--- config.mk ---
export PLATFORM = sky130hd
export DESIGN_NAME = dmem_dma_engine
export DESIGN_NICKNAME = d
export VERILOG_FILES = /design/src/rtl/dmem_dma_engine_pkg.sv /design/src/rtl/dmem_dma_addr_gen.sv /design/src/rtl/dmem_dma_engine.sv
export SDC_FILE = /design/constraint.sdc
export NUM_CORES = 1
export LEC_CHECK = 0
export CAP_MARGIN = 20
export CORE_MARGIN = 1
export CORE_UTILIZATION = 47
export CTS_BUF_LIST = sky130_fd_sc_hd__clkbuf_8
export DETAILED_ROUTE_END_ITERATION = 7
export PLACE_DENSITY_LB_ADDON = 0.3
export SETUP_SLACK_MARGIN = 0.3
export SLEW_MARGIN = 10
export SYNTH_ARGS = -nofsm -noshare
export SYNTH_HDL_FRONTEND = slang
export SYNTH_HIERARCHICAL = 1
export SYNTH_SLANG_ARGS = --single-unit
--- constraint.sdc ---
create_clock -name clk -period 9.3 [get_ports clk]
set_input_delay 2.79 -clock clk [delete_from_list [all_inputs] [get_ports clk]]
set_output_delay 2.79 -clock clk [all_outputs]
set_load 0.03 [all_outputs]
--- src/rtl/dmem_dma_engine_pkg.sv ---
// dmem_dma_engine_pkg: shared widths, command modes and FSM states for the DMA engine
package dmem_dma_engine_pkg;
    localparam int ISIZE = 16;
    localparam int DSIZE = 16;
    typedef enum logic [1:0] {M_COPY, M_FILL, M_SUM, M_RSVD} mode_t;
    typedef enum logic [2:0] {S_IDLE, S_CP_RD, S_CP_WR, S_FILL, S_SUM_RD, S_SUM_TAIL, S_DONE} state_t;
endpackage

--- src/rtl/dmem_dma_addr_gen.sv ---
// dmem_dma_addr_gen: latched bases plus running index, wrapping address sums and first/last flags
module dmem_dma_addr_gen #(
    parameter int AW = 16
) (
    input  logic          clk,
    input  logic          rst,
    input  logic          load,
    input  logic          inc,
    input  logic [AW-1:0] src,
    input  logic [AW-1:0] dst,
    input  logic [AW-1:0] len,
    output logic [AW-1:0] src_addr,
    output logic [AW-1:0] dst_addr,
    output logic          first,
    output logic          last
);
    logic [AW-1:0] src_r, dst_r, len_r, idx;
    always_ff @(posedge clk) begin
        if (rst) begin
            src_r <= '0;
            dst_r <= '0;
            len_r <= '0;
            idx   <= '0;
        end else if (load) begin
            src_r <= src;
            dst_r <= dst;
            len_r <= len;
            idx   <= '0;
        end else if (inc) begin
            idx <= idx + AW'(1);
        end
    end
    assign src_addr = src_r + idx;
    assign dst_addr = dst_r + idx;
    assign first    = idx == '0;
    assign last     = idx == len_r - AW'(1);
endmodule

--- src/rtl/dmem_dma_engine.sv ---
// dmem_dma_engine: data-memory bus master performing COPY, FILL and SUM block operations
module dmem_dma_engine
    import dmem_dma_engine_pkg::*;
#(
    parameter int AW = ISIZE,
    parameter int DW = DSIZE
) (
    input  logic          clk,
    input  logic          rst,
    input  logic          start,
    input  logic [1:0]    mode,
    input  logic [AW-1:0] src,
    input  logic [AW-1:0] dst,
    input  logic [AW-1:0] len,
    input  logic [DW-1:0] fill_val,
    output logic          busy,
    output logic          done,
    output logic [DW-1:0] result,
    output logic [AW-1:0] mem_addr,
    output logic          mem_wen,
    output logic [DW-1:0] mem_wdata,
    input  logic [DW-1:0] mem_rdata
);
    state_t        state, state_nx;
    logic [DW-1:0] fill_r, acc, acc_nx;
    logic          load, inc, first, last;
    logic [AW-1:0] src_addr, dst_addr;

    dmem_dma_addr_gen #(.AW(AW)) u_addr_gen (
        .clk(clk), .rst(rst), .load(load), .inc(inc),
        .src(src), .dst(dst), .len(len),
        .src_addr(src_addr), .dst_addr(dst_addr), .first(first), .last(last)
    );

    always_comb begin
        state_nx  = state;
        acc_nx    = acc;
        inc       = 1'b0;
        mem_addr  = '0;
        mem_wen   = 1'b0;
        mem_wdata = '0;
        load      = (state == S_IDLE) && start;
        case (state)
            S_IDLE: if (start) begin
                acc_nx   = '0;
                state_nx = (len == '0 || mode_t'(mode) == M_RSVD) ? S_DONE :
                           mode_t'(mode) == M_COPY ? S_CP_RD :
                           mode_t'(mode) == M_FILL ? S_FILL : S_SUM_RD;
            end
            S_CP_RD: begin
                mem_addr = src_addr;
                state_nx = S_CP_WR;
            end
            S_CP_WR: begin
                mem_addr  = dst_addr;
                mem_wen   = 1'b1;
                mem_wdata = mem_rdata;
                inc       = 1'b1;
                state_nx  = last ? S_DONE : S_CP_RD;
            end
            S_FILL: begin
                mem_addr  = dst_addr;
                mem_wen   = 1'b1;
                mem_wdata = fill_r;
                inc       = 1'b1;
                state_nx  = last ? S_DONE : S_FILL;
            end
            // read data lags the address by one cycle, so the first read has nothing to add yet
            S_SUM_RD: begin
                mem_addr = src_addr;
                inc      = 1'b1;
                acc_nx   = first ? acc : acc + mem_rdata;
                state_nx = last ? S_SUM_TAIL : S_SUM_RD;
            end
            S_SUM_TAIL: begin
                acc_nx   = acc + mem_rdata;
                state_nx = S_DONE;
            end
            S_DONE: state_nx = S_IDLE;
            default: state_nx = S_IDLE;
        endcase
    end

    always_ff @(posedge clk) begin
        if (rst) begin
            state  <= S_IDLE;
            acc    <= '0;
            result <= '0;
            fill_r <= '0;
        end else begin
            state <= state_nx;
            acc   <= acc_nx;
            if (load) fill_r <= fill_val;
            if (state_nx == S_DONE && state != S_DONE) result <= acc_nx;
        end
    end

    assign busy = state != S_IDLE;
    assign done = state == S_DONE;
endmodule

==> metrics.csv <==
stage;metric;value;unit
floorplan;Initial Utilization;0.4865;
floorplan;row cnt;45;
finish;Area Growth Syn to Fin;25.24;%
route;Avg WL per Cell;15.75;um
timing;skew final;0.007797;ns
synthesis;mapped cell area;0.007451;mm^2
timing;setup TNS;0;ns
floorplan;core box area;0.01531;mm^2
setup_path;Setup crit end kind;output port;
place;Placer Congestion;0.9080;
setup_path;critical path required time;6.51;ns
route;residual DRC count;0;
timing;max-slew violations;0;
global_route;grt ovf;0;
synthesis;Post-synth EDFFs;0;
floorplan;DIE HEIGHT;127.9;um
timing;Final setup viols;0;
timing;worst slew pin tran;1.021;ns
setup_path;CP max FO;2;
finish;fin nets;1140;
synthesis;Post-synth top cells;129 x nor2_1, 115 x dfxtp_1, 70 x mux2i_1;
synthesis;top_reg_cell synth;dfxtp_1;
place;hpwl dp;14140;um
global_route;first-pass GRT wire length;31470;um
setup_path;startpoint types;primary input;
synthesis;sequential area share after synthesis;0.3090;
clocking;latest clock arrival within the worst-skew pair;0.45;ns
clocking;CTS sink cnt;115;
power;Pwr Density;159.0;mW/mm^2
synthesis;synthesized area per cell;8.344;um^2
synthesis;synth warn;6;
route;vias per cell;5.577;
route;initial detailed-routing violation count;513;
timing;Final Critical Period;7.011;ns
synthesis;Cells after Synth;893;
timing;Final Hold Viols;0;
global_route;largest net degree at the start of global routing;56;
timing;Max Fclk;142.6;MHz
clocking;post_cts resized;0;
setup_path;Critical Path AT;4.22;ns
floorplan;die width;127.9;um
route;Final ANT Viol Nets;0;
power;Leak;3.754;nW
clocking;Reg clk slew, reported paths;0.07;ns
job;maxcap violations;0;
route;Routed WL;19320;um
setup_path;Reg2Reg Depth;13;
clocking;htree depth;4;
setup_path;critical path class;in2out;
synthesis;top area cells in the synthesized netlist;dfxtp_1 31%, mux2i_1 9.4%, ha_1 8.1%;
floorplan;die area;0.01636;mm^2
synthesis;number of synthesized register bits;115;
clocking;hold buffers post-CTS;0;
place;Buffers on Ports;135;
global_route;Global Route Usage Sum;0.2427;
timing;final worst path period share;0.7539;
route;1st-pass router iterations;5;
synthesis;synth unique cells;67;
floorplan;number of I/O pins;136;
finish;Antenna diodes;0;
clocking;CTS tree;yes;
finish;share of cells above drive strength 1;0.04331;
synthesis;most common cell in the synthesized netlist;nor2_1;
timing;Slew headroom;0.3196;
synthesis;Yosys top cell by area;dfxtp_1;
route;via count;6843;
synthesis;asr flop ratio synth;0;
finish;FILL cells;1411;
global_route;initial antenna violation count;0;
clocking;clk buf depth;2;
clocking;CTS Root Cell;clkbuf_8;
global_route;vias in the first global route;6310;
power;overall power;1.483;mW
hold_path;Cells on Worst Hold Path;2;
synthesis;area share of the largest cell type after synthesis;0.3090;
outcome;outcome;finished clean;
synthesis;Synth Net Count;1029;
hold_path;HP Class;reg2reg;
clocking;Post-CTS Setup Repair Bufs;0;
power;Peak supply drop;0.09635;mV
clocking;CTS buffer count;17;
timing;RSZ-0062 raised after global routing;false;
[kinds of logic (layout without fill, tap and decap cells)]
group | after synthesis | count (layout) | share of synthesized area
flip-flops | 115 | 115 | 0.3090
multiplexers | 70 | 70 | 0.09404
AND/OR/NAND/NOR | 295 | 295 | 0.1844
buffers and inverters | 78 | 201 | 0.04551
XOR/XNOR | 68 | 68 | 0.07993
AO/OA/AOI/OAI | 216 | 216 | 0.1985
adder cells (fa/ha/maj) | 51 | 51 | 0.08867
[layer usage]
metal  part of all wire  routed length, um  vias to the layer above  track usage
met3              0.051                986                       18      0.05175
met1               0.49               9555                     3223       0.3358
met5                  0                  0                        -            0
met4              0.012                240                        0      0.06990
met2               0.44               8541                      161       0.3792
li1                   -                  -                     3441            -
[cells in the final DEF, fill, tap and decap left out, drive strengths merged, types with 9 or more instances in the layout]
cell	n
nor2	129
nand4	10
nor3	11
ha	48
clkdlybuf4s50	134
xnor2	44
mux2i	70
inv	30
a211oi	18
a22o	19
a31oi	10
dfxtp	115
xor2	24
nand2	66
o21ai	23
nand3	16
nor2b	9
clkbuf	18
a21oi	69
nor4	13
a21o	17
[final timing paths]
check	slack, ns	start	to
worst min register to register	0.45	fill_r[15]$_SDFFE_PP0P_	fill_r[15]$_SDFFE_PP0P_
worst max-delay path	2.29	mem_rdata[3]	mem_wdata[3]
worst min-delay path	0.45	fill_r[15]$_SDFFE_PP0P_	fill_r[15]$_SDFFE_PP0P_
worst max register to register	5.62	u_addr_gen/len_r[2]$_SDFFE_PP0P_	result[13]$_SDFFE_PP0P_
[report_power, final]
group / total, mW / internal [mW] / switching (mW)
Sequential: 0.555 / 0.527 / 0.0282
Combinational: 0.384 / 0.172 / 0.212
Clock: 0.545 / 0.324 / 0.220
Total: 1.48 / 1.02 / 0.461
[area by class of cell]
class	instances	area (um^2)	share of cell area
clock buffers	18	247.7	0.02655
clock inverters	13	206.4	0.02212
inverters	29	110.1	0.01180
multi-input cells	700	4810	0.5154
flip-flops and latches	115	2302	0.2467
well taps	211	264.0	0.02829
repair buffers	141	1391	0.1491
[sequential cells by signal, summed over array words and instances (netlist names)]
name              count
u_addr_gen/dst_r     16
result               16
state                 3
u_addr_gen/idx       16
acc                  16
fill_r               16
u_addr_gen/src_r     16
u_addr_gen/len_r     16
[worst max-delay path, cell delays in order]
cell,delay [ns]
clkdlybuf4s50_1,0.52
mux2i_1,0.09
nor2_1,0.12
clkdlybuf4s50_1,0.70
[metrics by stage]
stage                     worst slack, ns    util  instances  hold slack, ns  cell area [um^2]
after global routing                2.203  0.6093       1227          0.4720              9331
final                               2.289  0.6093       1227          0.4546              9331
after detailed placement            2.284  0.5797       1196          0.4463              8877
after CTS                           2.272  0.6093       1227          0.4559              9331
after global placement              2.299  0.5797       1196          0.4445              8877
after floorplan                     3.249       -        893          0.4360              7451
No activity file was read; power rests on OpenSTA's default activity.
